File: config.mk
export PLATFORM = sky130hd
export DESIGN_NAME = alu_muldiv_seq
export DESIGN_NICKNAME = d
export VERILOG_FILES = /design/src/rtl/alu_muldiv_seq.sv
export SDC_FILE = /design/constraint.sdc
export NUM_CORES = 1
export LEC_CHECK = 0
export ABC_AREA = 1
export CORE_MARGIN = 2
export CORE_UTILIZATION = 43
export CTS_BUF_LIST = sky130_fd_sc_hd__clkbuf_4 sky130_fd_sc_hd__clkbuf_8 sky130_fd_sc_hd__clkbuf_16
export DETAILED_ROUTE_END_ITERATION = 10
export PLACE_DENSITY = 0.77
export SYNTH_ARGS = -nofsm -noshare
export SYNTH_HDL_FRONTEND = slang
export SYNTH_SLANG_ARGS = --single-unit
File: constraint.sdc
create_clock -name clk -period 2 [get_ports clk]
set_clock_uncertainty 0.1 [all_clocks]
set_input_delay 0.3 -clock clk [delete_from_list [all_inputs] [get_ports clk]]
set_output_delay 0.3 -clock clk [all_outputs]
set_load 0.02 [all_outputs]
File: src/rtl/alu_muldiv_seq.sv
// Iterative unsigned MULTU/DIVU sequencer for the EX stage.
// Borrows the shared ALU for WIDTH cycles and leaves the result in HI/LO.
module alu_muldiv_seq #(
  parameter int WIDTH = 32,
  parameter int CNT_W = 5
) (
  input  logic             clk,
  input  logic             rst,
  input  logic             start,
  input  logic             op,
  input  logic [WIDTH-1:0] opa,
  input  logic [WIDTH-1:0] opb,
  input  logic [WIDTH-1:0] alu_result,
  input  logic             alu_cout,
  output logic [WIDTH-1:0] alu_a,
  output logic [WIDTH-1:0] alu_b,
  output logic [2:0]       alu_ctl,
  output logic             alu_own,
  output logic             busy,
  output logic             done,
  output logic             div_by_zero,
  output logic [WIDTH-1:0] hi,
  output logic [WIDTH-1:0] lo
);

  typedef enum logic [1:0] {
    IDLE = 2'd0,
    RUN  = 2'd1,
    FIN  = 2'd2
  } state_e;

  localparam logic [CNT_W-1:0] CNT_LAST = CNT_W'(WIDTH - 1);

  state_e           state_q, state_d;
  logic [CNT_W-1:0] cnt_q, cnt_d;
  logic [WIDTH-1:0] hi_q, hi_d;
  logic [WIDTH-1:0] lo_q, lo_d;
  logic [WIDTH-1:0] opnd_q, opnd_d;
  logic             op_q, op_d;
  logic             dbz_q, dbz_d;
  logic [WIDTH-1:0] sh;

  always_ff @(posedge clk) begin
    if (rst) begin
      state_q <= IDLE;
      cnt_q   <= '0;
      hi_q    <= '0;
      lo_q    <= '0;
      opnd_q  <= '0;
      op_q    <= 1'b0;
      dbz_q   <= 1'b0;
    end else begin
      state_q <= state_d;
      cnt_q   <= cnt_d;
      hi_q    <= hi_d;
      lo_q    <= lo_d;
      opnd_q  <= opnd_d;
      op_q    <= op_d;
      dbz_q   <= dbz_d;
    end
  end

  assign sh = {hi_q[WIDTH-2:0], lo_q[WIDTH-1]};

  always_comb begin
    state_d = state_q;
    cnt_d   = cnt_q;
    hi_d    = hi_q;
    lo_d    = lo_q;
    opnd_d  = opnd_q;
    op_d    = op_q;
    dbz_d   = dbz_q;
    alu_a   = '0;
    alu_b   = '0;
    alu_ctl = 3'b000;
    unique case (state_q)
      IDLE: begin
        if (start) begin
          op_d   = op;
          opnd_d = opb;
          cnt_d  = '0;
          dbz_d  = 1'b0;
          hi_d   = '0;
          lo_d   = opa;
          if (op && (opb == '0)) begin
            state_d = FIN;
            dbz_d   = 1'b1;
            hi_d    = opa;
            lo_d    = '1;
          end else begin
            state_d = RUN;
          end
        end
      end
      RUN: begin
        cnt_d = cnt_q + 1'b1;
        if (cnt_q == CNT_LAST) state_d = FIN;
        if (!op_q) begin
          // shift-add: carry out becomes the top product bit
          alu_ctl = 3'b010;
          alu_a   = hi_q;
          alu_b   = lo_q[0] ? opnd_q : '0;
          hi_d    = {alu_cout, alu_result[WIDTH-1:1]};
          lo_d    = {alu_result[0], lo_q[WIDTH-1:1]};
        end else begin
          // restoring divide: a set hi MSB means sh exceeds any divisor
          alu_ctl = 3'b110;
          alu_a   = sh;
          alu_b   = opnd_q;
          if (hi_q[WIDTH-1] || alu_cout) begin
            hi_d = alu_result;
            lo_d = {lo_q[WIDTH-2:0], 1'b1};
          end else begin
            hi_d = sh;
            lo_d = {lo_q[WIDTH-2:0], 1'b0};
          end
        end
      end
      FIN: state_d = IDLE;
      default: state_d = IDLE;
    endcase
  end

  assign alu_own     = (state_q == RUN);
  assign busy        = (state_q != IDLE);
  assign done        = (state_q == FIN);
  assign div_by_zero = dbz_q;
  assign hi          = hi_q;
  assign lo          = lo_q;

endmodule

==> flow_metrics.py, run 1 <==
metrics = {
    "clock_network": {
        "cts-root-buf": "clkbuf_16",
        "h-tree-depth": 3,
        "clockBufferDepth": 2,
        "clkLatencyLatePin_ns": 0.35,
        "cts_made_buffers": 9,
        "cts_tree": "done",
        "postCtsHoldBufs": 0,
        "clk_pin_slew_ns": 0.07,
        "clkSinkCount": 105,
    },
    "global_route": {
        "grt_max_degree": 67,
        "grt_overflow": 0,
        "gr-usage-all-layers": 0.270,
        "antenna_found_initial": 1,
        "grt_pass1_wl_um": 35300,
        "grt_pass1_vias": 6788,
    },
    "worst_setup_path": {
        "r2r_end": "lo[0]$_SDFFE_PP0P_",
        "cp-endpoint": "alu_a[11]",
        "cp.arrival_ns": 1.58,
        "crit_path_start_kind": "register",
        "worst-path-stages": 7,
        "reg2reg_setup_slack_ns": 0.16,
        "worstSetupPathType": "register to output pin",
        "crit_fanout": 14,
        "reg2reg_depth": 7,
        "crit_chain": "inv_4 -> nor2_4 -> buf_6 -> buf_8 -> o21ai_1 -> a21oi_1 -> buf_4",
        "crit_buf_inv": 4,
        "slowest_stage": "dfxtp_4",
        "r2r-start": "state_q[0]$_SDFFE_PP0P_",
        "endpoint_kind": "output pin",
        "worst_ep_required_time_ns": 1.60,
        "setup.worst_path.start": "state_q[0]$_SDFFE_PP0P_",
        "slowest_delay_ns": 0.37,
        "cpLargestDelayFamily": "buffers and inverters",
    },
    "timing": {
        "post-route-period-util": 0.988,
        "period_needed_ns": 1.98,
        "slew_headroom": 0.533,
        "worst_slack_ns": 0.0237,
        "fmax_mhz": 506,
        "rsz0062_at_grt": "yes",
        "drv_slew": 0,
        "setup_viol": 0,
        "tightest_slew_ns": 0.699,
        "final-hold-violation-count": 0,
    },
    "logic_synthesis": {
        "synth_nets": 1213,
        "syn_area_mm2": 0.00661,
        "yosysUniqueCellTypes": 30,
        "yosys.area_share.simple": 0.307,
        "synthAdderAreaFrac": 0.00379,
        "yosysWarnings": 0,
        "synth-seq-cells": 105,
        "synth_top_family_by_area": "simple AND/OR/NAND/NOR gates",
        "synth_area_per_cell_um2": 5.95,
        "synth_compound_area_frac": 0.234,
        "synthMuxAreaShare": 0,
        "syn_inst": 1110,
        "synth_xor_area_frac": 0,
        "ys_seq_area_frac": 0.318,
    },
    "power_and_ir_drop": {
        "p_leak_nw": 4.21,
        "p_per_area_mw_per_mm2": 724,
        "ir_worst_vdd_v": 0.000400,
    },
    "routing": {
        "vias_per_cell": 5.18,
        "wirelength_um": 23100,
        "ant_nets": 0,
        "dr_total_vias": 7777,
        "drt_drc_violations_left": 0,
        "drtIter0Drc": 589,
        "dr.pass1.iters": 5,
        "routedWlPerCell_um": 15.4,
    },
    "finish": {
        "nets": 1411,
        "fill_cells": 1508,
        "final_layout_size_suffix_gt1_frac": 0.113,
        "stdcell_area_mm2": 0.00931,
        "syn2layout_area_growth_pct": 41.0,
    },
    "floorplanning": {
        "ioPinCount": 236,
        "dieArea_mm2": 0.0164,
        "die_y_um": 128,
        "die_x_um": 128,
        "start_util": 0.438,
        "rows": 45,
        "fp.coreArea_mm2": 0.0151,
    },
    "placed_design": {
        "placed_area_mm2": 0.00912,
        "gp_congestion": 0.951,
        "pre_cts_slack_ns": -0.0990,
        "port_buffers": 234,
        "hpwl_um": 16500,
    },
    "worst_hold_path": {
        "hold_path.class": "register to register",
    },
    "outcome": {
        "status": "finished, final reports clean",
    },
    "run": {
        "max_cap_violations": 0,
    },
}
==> state kept, by name, summed over array words and instances (netlist names) <==
signal / cells
div_by_zero: 1
state_q: 2
op_q: 1
cnt_q: 5
lo: 32
opnd_q: 32
hi: 32
==> synth_stat cells (all sizes together) <==
master / count / share of area
o21ai: 160 / 0.12
clkbuf: 29 / 0.016
nor2: 173 / 0.10
inv: 112 / 0.064
ha: 2 / 0.0038
a21oi: 143 / 0.11
nor3: 7 / 0.0061
or2: 1 / 0.00095
nand2: 248 / 0.14
o21bai: 1 / 0.0011
buf: 59 / 0.057
o211ai: 2 / 0.0023
and3: 1 / 0.00095
conb: 1 / 0.00057
nand3: 66 / 0.053
dfxtp: 105 / 0.32
==> metrics by stage <==
| step | setup TNS [ns] | utilization | total power, mW | instances | hold WS, ns |
|---|---|---|---|---|---|
| 2_1_floorplan | 0 | - | 3.96 | 1110 | 0.343 |
| 3_3_place_gp | -0.0769 | 0.604 | 4.97 | 1479 | 0.354 |
| 3_5_place_dp | -0.501 | 0.604 | 5.00 | 1479 | 0.369 |
| 4_1_cts | -0.000850 | 0.613 | 6.69 | 1495 | 0.378 |
| 5_1_grt | -0.333 | 0.617 | 7.12 | 1500 | 0.410 |
| 6_report | 0 | 0.617 | 6.74 | 1500 | 0.381 |
==> worst register-to-register path, delay by kind of cell (launching register included) <==
kind,cells,cell delay (ns)
buf+inv,2,0.70
flops,1,0.36
compound gates,1,0.05
simple gates,4,0.51
==> final cells by class <==
cell class	count	area, um^2	area share
tap	188	235	0.0253
timing repair buffer	275	2620	0.281
antenna	1	2.50	0.000269
clock inverter	2	12.5	0.00134
sequential	105	2110	0.227
clock buffer	12	272	0.0292
inverter	112	423	0.0454
multi-input combinational	805	3640	0.391
==> power breakdown <==
| group | internal [mW] | switching (mW) |
|---|---|---|
| Sequential | 2.33 | 0.225 |
| Combinational | 1.06 | 1.41 |
| Clock | 0.953 | 0.774 |
| Total | 4.34 | 2.40 |
==> cell usage in the layout, fill, tap and decap left out, types with 26 or more instances in the layout <==
cell type,instances
nand2_1,245
buf_4,44
nand3_1,63
buf_2,26
nor2_1,165
inv_1,106
dfxtp_1,103
o21ai_0,138
a21oi_1,140
clkdlybuf4s50_1,165
==> routing by layer <==
metal  part of all wire  global-route usage  vias to the layer above
met3              0.063              0.0267                       35
met2               0.46               0.429                      250
met1               0.45               0.381                     3548
met5                  0                   0                        -
met4              0.029               0.101                        0
li1                   -                   -                     3944
==> how the worst min path moves through the flow <==
stage	start	end	depth (start not counted)
floorplan	cnt_q[0]$_SDFFE_PP0P_	cnt_q[0]$_SDFFE_PP0P_	1
global placement	cnt_q[0]$_SDFFE_PP0P_	cnt_q[0]$_SDFFE_PP0P_	1
CTS	cnt_q[0]$_SDFFE_PP0P_	cnt_q[0]$_SDFFE_PP0P_	1
finish	cnt_q[0]$_SDFFE_PP0P_	cnt_q[0]$_SDFFE_PP0P_	1
detailed placement	cnt_q[0]$_SDFFE_PP0P_	cnt_q[0]$_SDFFE_PP0P_	1
global route	opnd_q[2]$_SDFFE_PP0P_	opnd_q[2]$_SDFFE_PP0P_	2
==> logic make-up after synthesis <==
group / count (synthesis)
AND/OR/NAND/NOR: 496
other: 1
AO/OA/AOI/OAI: 306
flip-flops: 105
adder cells (fa/ha/maj): 2
buffers and inverters: 200
==> repair_timing <==
action	in CTS	in global routing
setup buffers	2	1
gates resized for setup	224	84
cloned	0	3
pin swaps	1	1
setup endpoints to repair	69	53
No activity file was read; power rests on OpenSTA's default activity.
==> run 2: changes to the inputs <==
--- a/config.mk
+++ b/config.mk
@@ -10,7 +10,7 @@
 export CORE_UTILIZATION = 43
 export CTS_BUF_LIST = sky130_fd_sc_hd__clkbuf_4 sky130_fd_sc_hd__clkbuf_8 sky130_fd_sc_hd__clkbuf_16
 export DETAILED_ROUTE_END_ITERATION = 10
-export PLACE_DENSITY = 0.77
+export PLACE_DENSITY = 0.86
 export SYNTH_ARGS = -nofsm -noshare
 export SYNTH_HDL_FRONTEND = slang
 export SYNTH_SLANG_ARGS = --single-unit
==> run 2 against run 1 <==
- die area is the same
- via count grew 2.8%
- non-clock buffer count grew 6
- global-route usage grew 0.45 points
- worst hold slack lost 0.010 ns
==> flow_metrics.py, run 2 (synthesis gave the netlist of run 1 again) <==
metrics = {
    "finish": {
        "layout_commonest_cell": "nand2_1",
        "final_layout_size_suffix_gt1_frac": 0.122,
        "syn2layout_area_growth_pct": 42.6,
        "nets": 1417,
        "stdcell_area_mm2": 0.00942,
        "fill_cells": 1396,
        "final_cell_mix": "245 x nand2_1, 165 x nor2_1, 165 x clkdlybuf4s50_1",
        "multiInputGateArea_mm2": 0.00365,
        "regArea_mm2": 0.00211,
    },
    "power_and_ir_drop": {
        "sw_frac_of_total": 0.364,
        "ir_worst_vdd_v": 0.000389,
        "p_per_area_mw_per_mm2": 733,
        "seqPwrFrac": 0.370,
        "pwr-share-clk": 0.261,
        "p_sw_mw": 2.51,
        "p_leak_nw": 4.28,
        "power_frac_comb": 0.369,
        "finalPower_mw": 6.90,
        "intPower_mw": 4.39,
    },
    "global_route": {
        "grt_pass1_vias": 6910,
        "grt_max_degree": 72,
        "grt_overflow": 0,
        "antenna_found_initial": 0,
        "gr-usage-all-layers": 0.275,
        "grt_pass1_wl_um": 36000,
    },
    "timing": {
        "setup_viol": 0,
        "post-route-period-util": 0.990,
        "final-hold-violation-count": 0,
        "period_needed_ns": 1.98,
        "fin_tns_setup_ns": 0,
        "worst_slack_ns": 0.0209,
        "fmax_mhz": 505,
        "rsz0062_at_grt": "yes",
        "drv_slew": 0,
        "fin_hold_ws_ns": 0.371,
    },
    "clock_network": {
        "clk_pin_slew_ns": 0.07,
        "cts-root-buf": "clkbuf_16",
        "clkLatencyLatePin_ns": 0.35,
        "cts_made_buffers": 9,
        "cts_tree": "done",
        "clockBufferDepth": 2,
        "clkSinkCount": 105,
        "h-tree-depth": 3,
    },
    "floorplanning": {
        "start_util": 0.438,
        "die_y_um": 128,
        "rows": 45,
        "dieArea_mm2": 0.0164,
        "die_x_um": 128,
        "fp.coreArea_mm2": 0.0151,
        "ioPinCount": 236,
    },
    "routing": {
        "vias_per_cell": 5.30,
        "routedWlPerCell_um": 15.9,
        "dr.pass1.iters": 5,
        "dr_total_vias": 7992,
        "wl_met1_um": 10200,
        "drtIter0Drc": 720,
        "drt_drc_violations_left": 0,
        "wirelength_um": 24000,
        "ant_nets": 0,
        "dr_wl_met2_um": 11300,
        "routed.top_layer": "met4",
        "wl_met3_um": 1770,
    },
    "placed_design": {
        "pre_cts_slack_ns": -0.104,
        "gp_congestion": 0.976,
        "placed_area_mm2": 0.00915,
        "port_buffers": 234,
        "hpwl_um": 16300,
    },
    "worst_setup_path": {
        "crit_path_start_kind": "register",
        "slowest_delay_ns": 0.37,
        "reg2reg_depth": 11,
        "reg2reg_setup_slack_ns": 0.20,
        "worstSetupPathType": "register to output pin",
        "r2r-start": "state_q[0]$_SDFFE_PP0P_",
        "worst_ep_required_time_ns": 1.60,
        "endpoint_kind": "output pin",
        "cp.arrival_ns": 1.58,
        "r2r_end": "lo[31]$_SDFFE_PP0P_",
        "slowest_stage": "dfxtp_2",
        "critPathMostFrequentCell": "buf_4",
        "crit_chain": "inv_4 -> nor2_4 -> buf_6 -> buf_12 -> buf_4 -> nand2_1 -> nor2_1 -> buf_4",
        "crit_fanout": 13,
    },
    "outcome": {
        "status": "finished, final reports clean",
    },
    "worst_hold_path": {
        "hold_end": "cnt_q[4]$_SDFFE_PP0P_",
        "hold_depth": 2,
        "hold_path.class": "register to register",
        "worstHoldStart": "cnt_q[4]$_SDFFE_PP0P_",
    },
    "run": {
        "max_cap_violations": 0,
    },
}
run 2: cell count changes in the layout (fill, tap and decap cells not counted), moves of 4 or more:
cell,delta
o21ai_1,-7
buf_2,+8
buf_4,+12
o21ai_0,+6
clkdlybuf4s15_1,-4
clkbuf_2,-11
run 2: power groups by stage:
| stage | logic [mW] | clock network, mW | registers (mW) |
|---|---|---|---|
| after floorplan | 1.24 | 0 | 2.72 |
| after global placement | 2.41 | 0 | 2.58 |
| after detailed placement | 2.44 | 0 | 2.58 |
| after CTS | 2.45 | 1.82 | 2.54 |
| after global routing | 2.77 | 1.90 | 2.58 |
| final | 2.54 | 1.80 | 2.55 |
run 2: metrics by stage:
step                cells   util
global route         1507  0.624
detailed placement   1481  0.606
floorplan            1110      -
CTS                  1501  0.615
global placement     1481  0.606
finish               1508  0.624
run 2: layout make-up:
type | instances | area share
clock inverters | 7 | 0.00744
repair buffers | 281 | 0.287
clock buffers | 9 | 0.0239
well taps | 188 | 0.0250
multi-input cells | 805 | 0.387
inverters | 112 | 0.0452
diodes | 1 | 0.000266
flip-flops and latches | 105 | 0.224
run 2: repair_timing:
| action | in CTS | in global routing |
|---|---|---|
| pin swaps | 1 | 1 |
| hold buffers | 0 | 0 |
| setup endpoints to repair | 69 | 29 |
| cloned | 2 | 3 |
| buffers inserted | 2 | 3 |
| hold endpoints to repair | 0 | 0 |
| resized for setup | 275 | 50 |
run 2: worst max-delay path by stage:
| stage | start | end | slack, ns | cells past startpoint |
|---|---|---|---|---|
| 2_1_floorplan | state_q[0]$_SDFFE_PP0P_ | alu_b[22] | 0.26 | 7 |
| 3_3_place_gp | state_q[0]$_SDFFE_PP0P_ | alu_ctl[2] | -0.06 | 4 |
| 3_5_place_dp | state_q[0]$_SDFFE_PP0P_ | alu_a[29] | -0.10 | 6 |
| 4_1_cts | state_q[0]$_SDFFE_PP0P_ | alu_a[14] | -0.01 | 7 |
| 5_1_grt | state_q[0]$_SDFFE_PP0P_ | alu_a[0] | -0.04 | 7 |
| 6_report | state_q[0]$_SDFFE_PP0P_ | alu_b[23] | 0.02 | 8 |
run 2: worst max-delay path, delay by kind of cell (launching register included):
family / cells / cell delay, ns
buf+inv: 5 / 0.63
flops: 1 / 0.37
simple gates: 3 / 0.24
run 2: layer usage:
layer | GRT usage | up-vias
met5 | 0 | -
li1 | - | 3961
met1 | 0.373 | 3625
met3 | 0.0359 | 50
met4 | 0.109 | 0
met2 | 0.444 | 356
==> RTL edit (flow settings as in run 1) <==
Change the parameter `WIDTH` from 32 to 24.
--- a/src/rtl/alu_muldiv_seq.sv
+++ b/src/rtl/alu_muldiv_seq.sv
@@ -1,7 +1,7 @@
 // Iterative unsigned MULTU/DIVU sequencer for the EX stage.
 // Borrows the shared ALU for WIDTH cycles and leaves the result in HI/LO.
 module alu_muldiv_seq #(
-  parameter int WIDTH = 32,
+  parameter int WIDTH = 24,
   parameter int CNT_W = 5
 ) (
   input  logic             clk,
Ports: changed (7 resized); port bits go from 236 to 180. The function was not compared with the original's and may differ.
==> RTL edit against run 1 <==
Area after synthesis shrank 21%. Register-to-register slack gained 0.08 ns. Total power decreased by 18%. Sequential cell count is 24 lower. Wire length shrank 28%. Setup slack better by 0.0089 ns. Final area decreased by 21%. Critical path depth fell by 2. Die area down 21%. Critical endpoint is now alu_a[7].
==> RTL edit: results <==
metrics = {
    "yosys": {
        "yosys-top-cells-count": "nand2_1, o21ai_0, a21oi_1, inv_1, nor2_1",
        "synthAdderAreaFrac_pct": 0.241,
        "synth_compound_area_share_pct": 24.2,
        "synth-seq-area-share_pct": 31.3,
        "synth_nets": 931,
    },
    "layout": {
        "clock_area_share_pct": 4.02,
        "antenna-diode-count": 0,
        "layout-drive-gt1-share_pct": 11.5,
        "inv_count": 107,
        "seq-cell-share_pct": 22.0,
    },
    "placed_design": {
        "io_buffers": 178,
    },
    "drt": {
        "vias": 6076,
        "wl_met2_mm": 7.58,
        "drt_iter0_markers": 537,
        "wl_met1_mm": 7.38,
    },
    "worst_setup_path": {
        "rr_startpoint": "state_q[1]",
        "ff2ff_setup_slack_ns": 0.24,
        "max_stage_delay_ns": 0.43,
    },
    "sta": {
        "holdWs_ns": 0.381,
    },
    "run_status": {
        "outcome": "completed",
    },
    "global_route": {
        "grt_pass1_vias": 5275,
        "grtUsageMet1_pct": 34.4,
        "grt_use_total_pct": 24.9,
    },
    "power": {
        "leakage_nw": 3.37,
    },
    "clock_network": {
        "cts.sinks": 81,
    },
}
[RTL edit: cell count changes after synthesis, moves of 9 or more]
cell / delta
buf_2: -15
o21ai_0: -40
o21ai_1: +9
a21oi_1: -42
clkbuf_1: -14
nand2_1: -81
nand3_1: +18
dfxtp_1: -24
nor2_1: -79
buf_4: +10
[RTL edit: power breakdown]
part / switching, W / total, W / leakage (nW) / internal (W)
logic: 0.00106 / 0.00188 / 2.56 / 0.000812
registers: 0.000155 / 0.00195 / 0.671 / 0.00179
clock network: 0.000668 / 0.00169 / 0.145 / 0.00102
[RTL edit: stage by stage]
stage | worst slack, ns | instances | total power (W) | instance area, sq um
2_1_floorplan | 0.291 | 853 | 0.00307 | 5190
3_3_place_gp | -0.111 | 1152 | 0.00383 | 7210
3_5_place_dp | -0.176 | 1152 | 0.00385 | 7210
4_1_cts | 0.00184 | 1168 | 0.00551 | 7470
5_1_grt | 0.00214 | 1169 | 0.00581 | 7380
6_report | 0.0326 | 1169 | 0.00551 | 7380
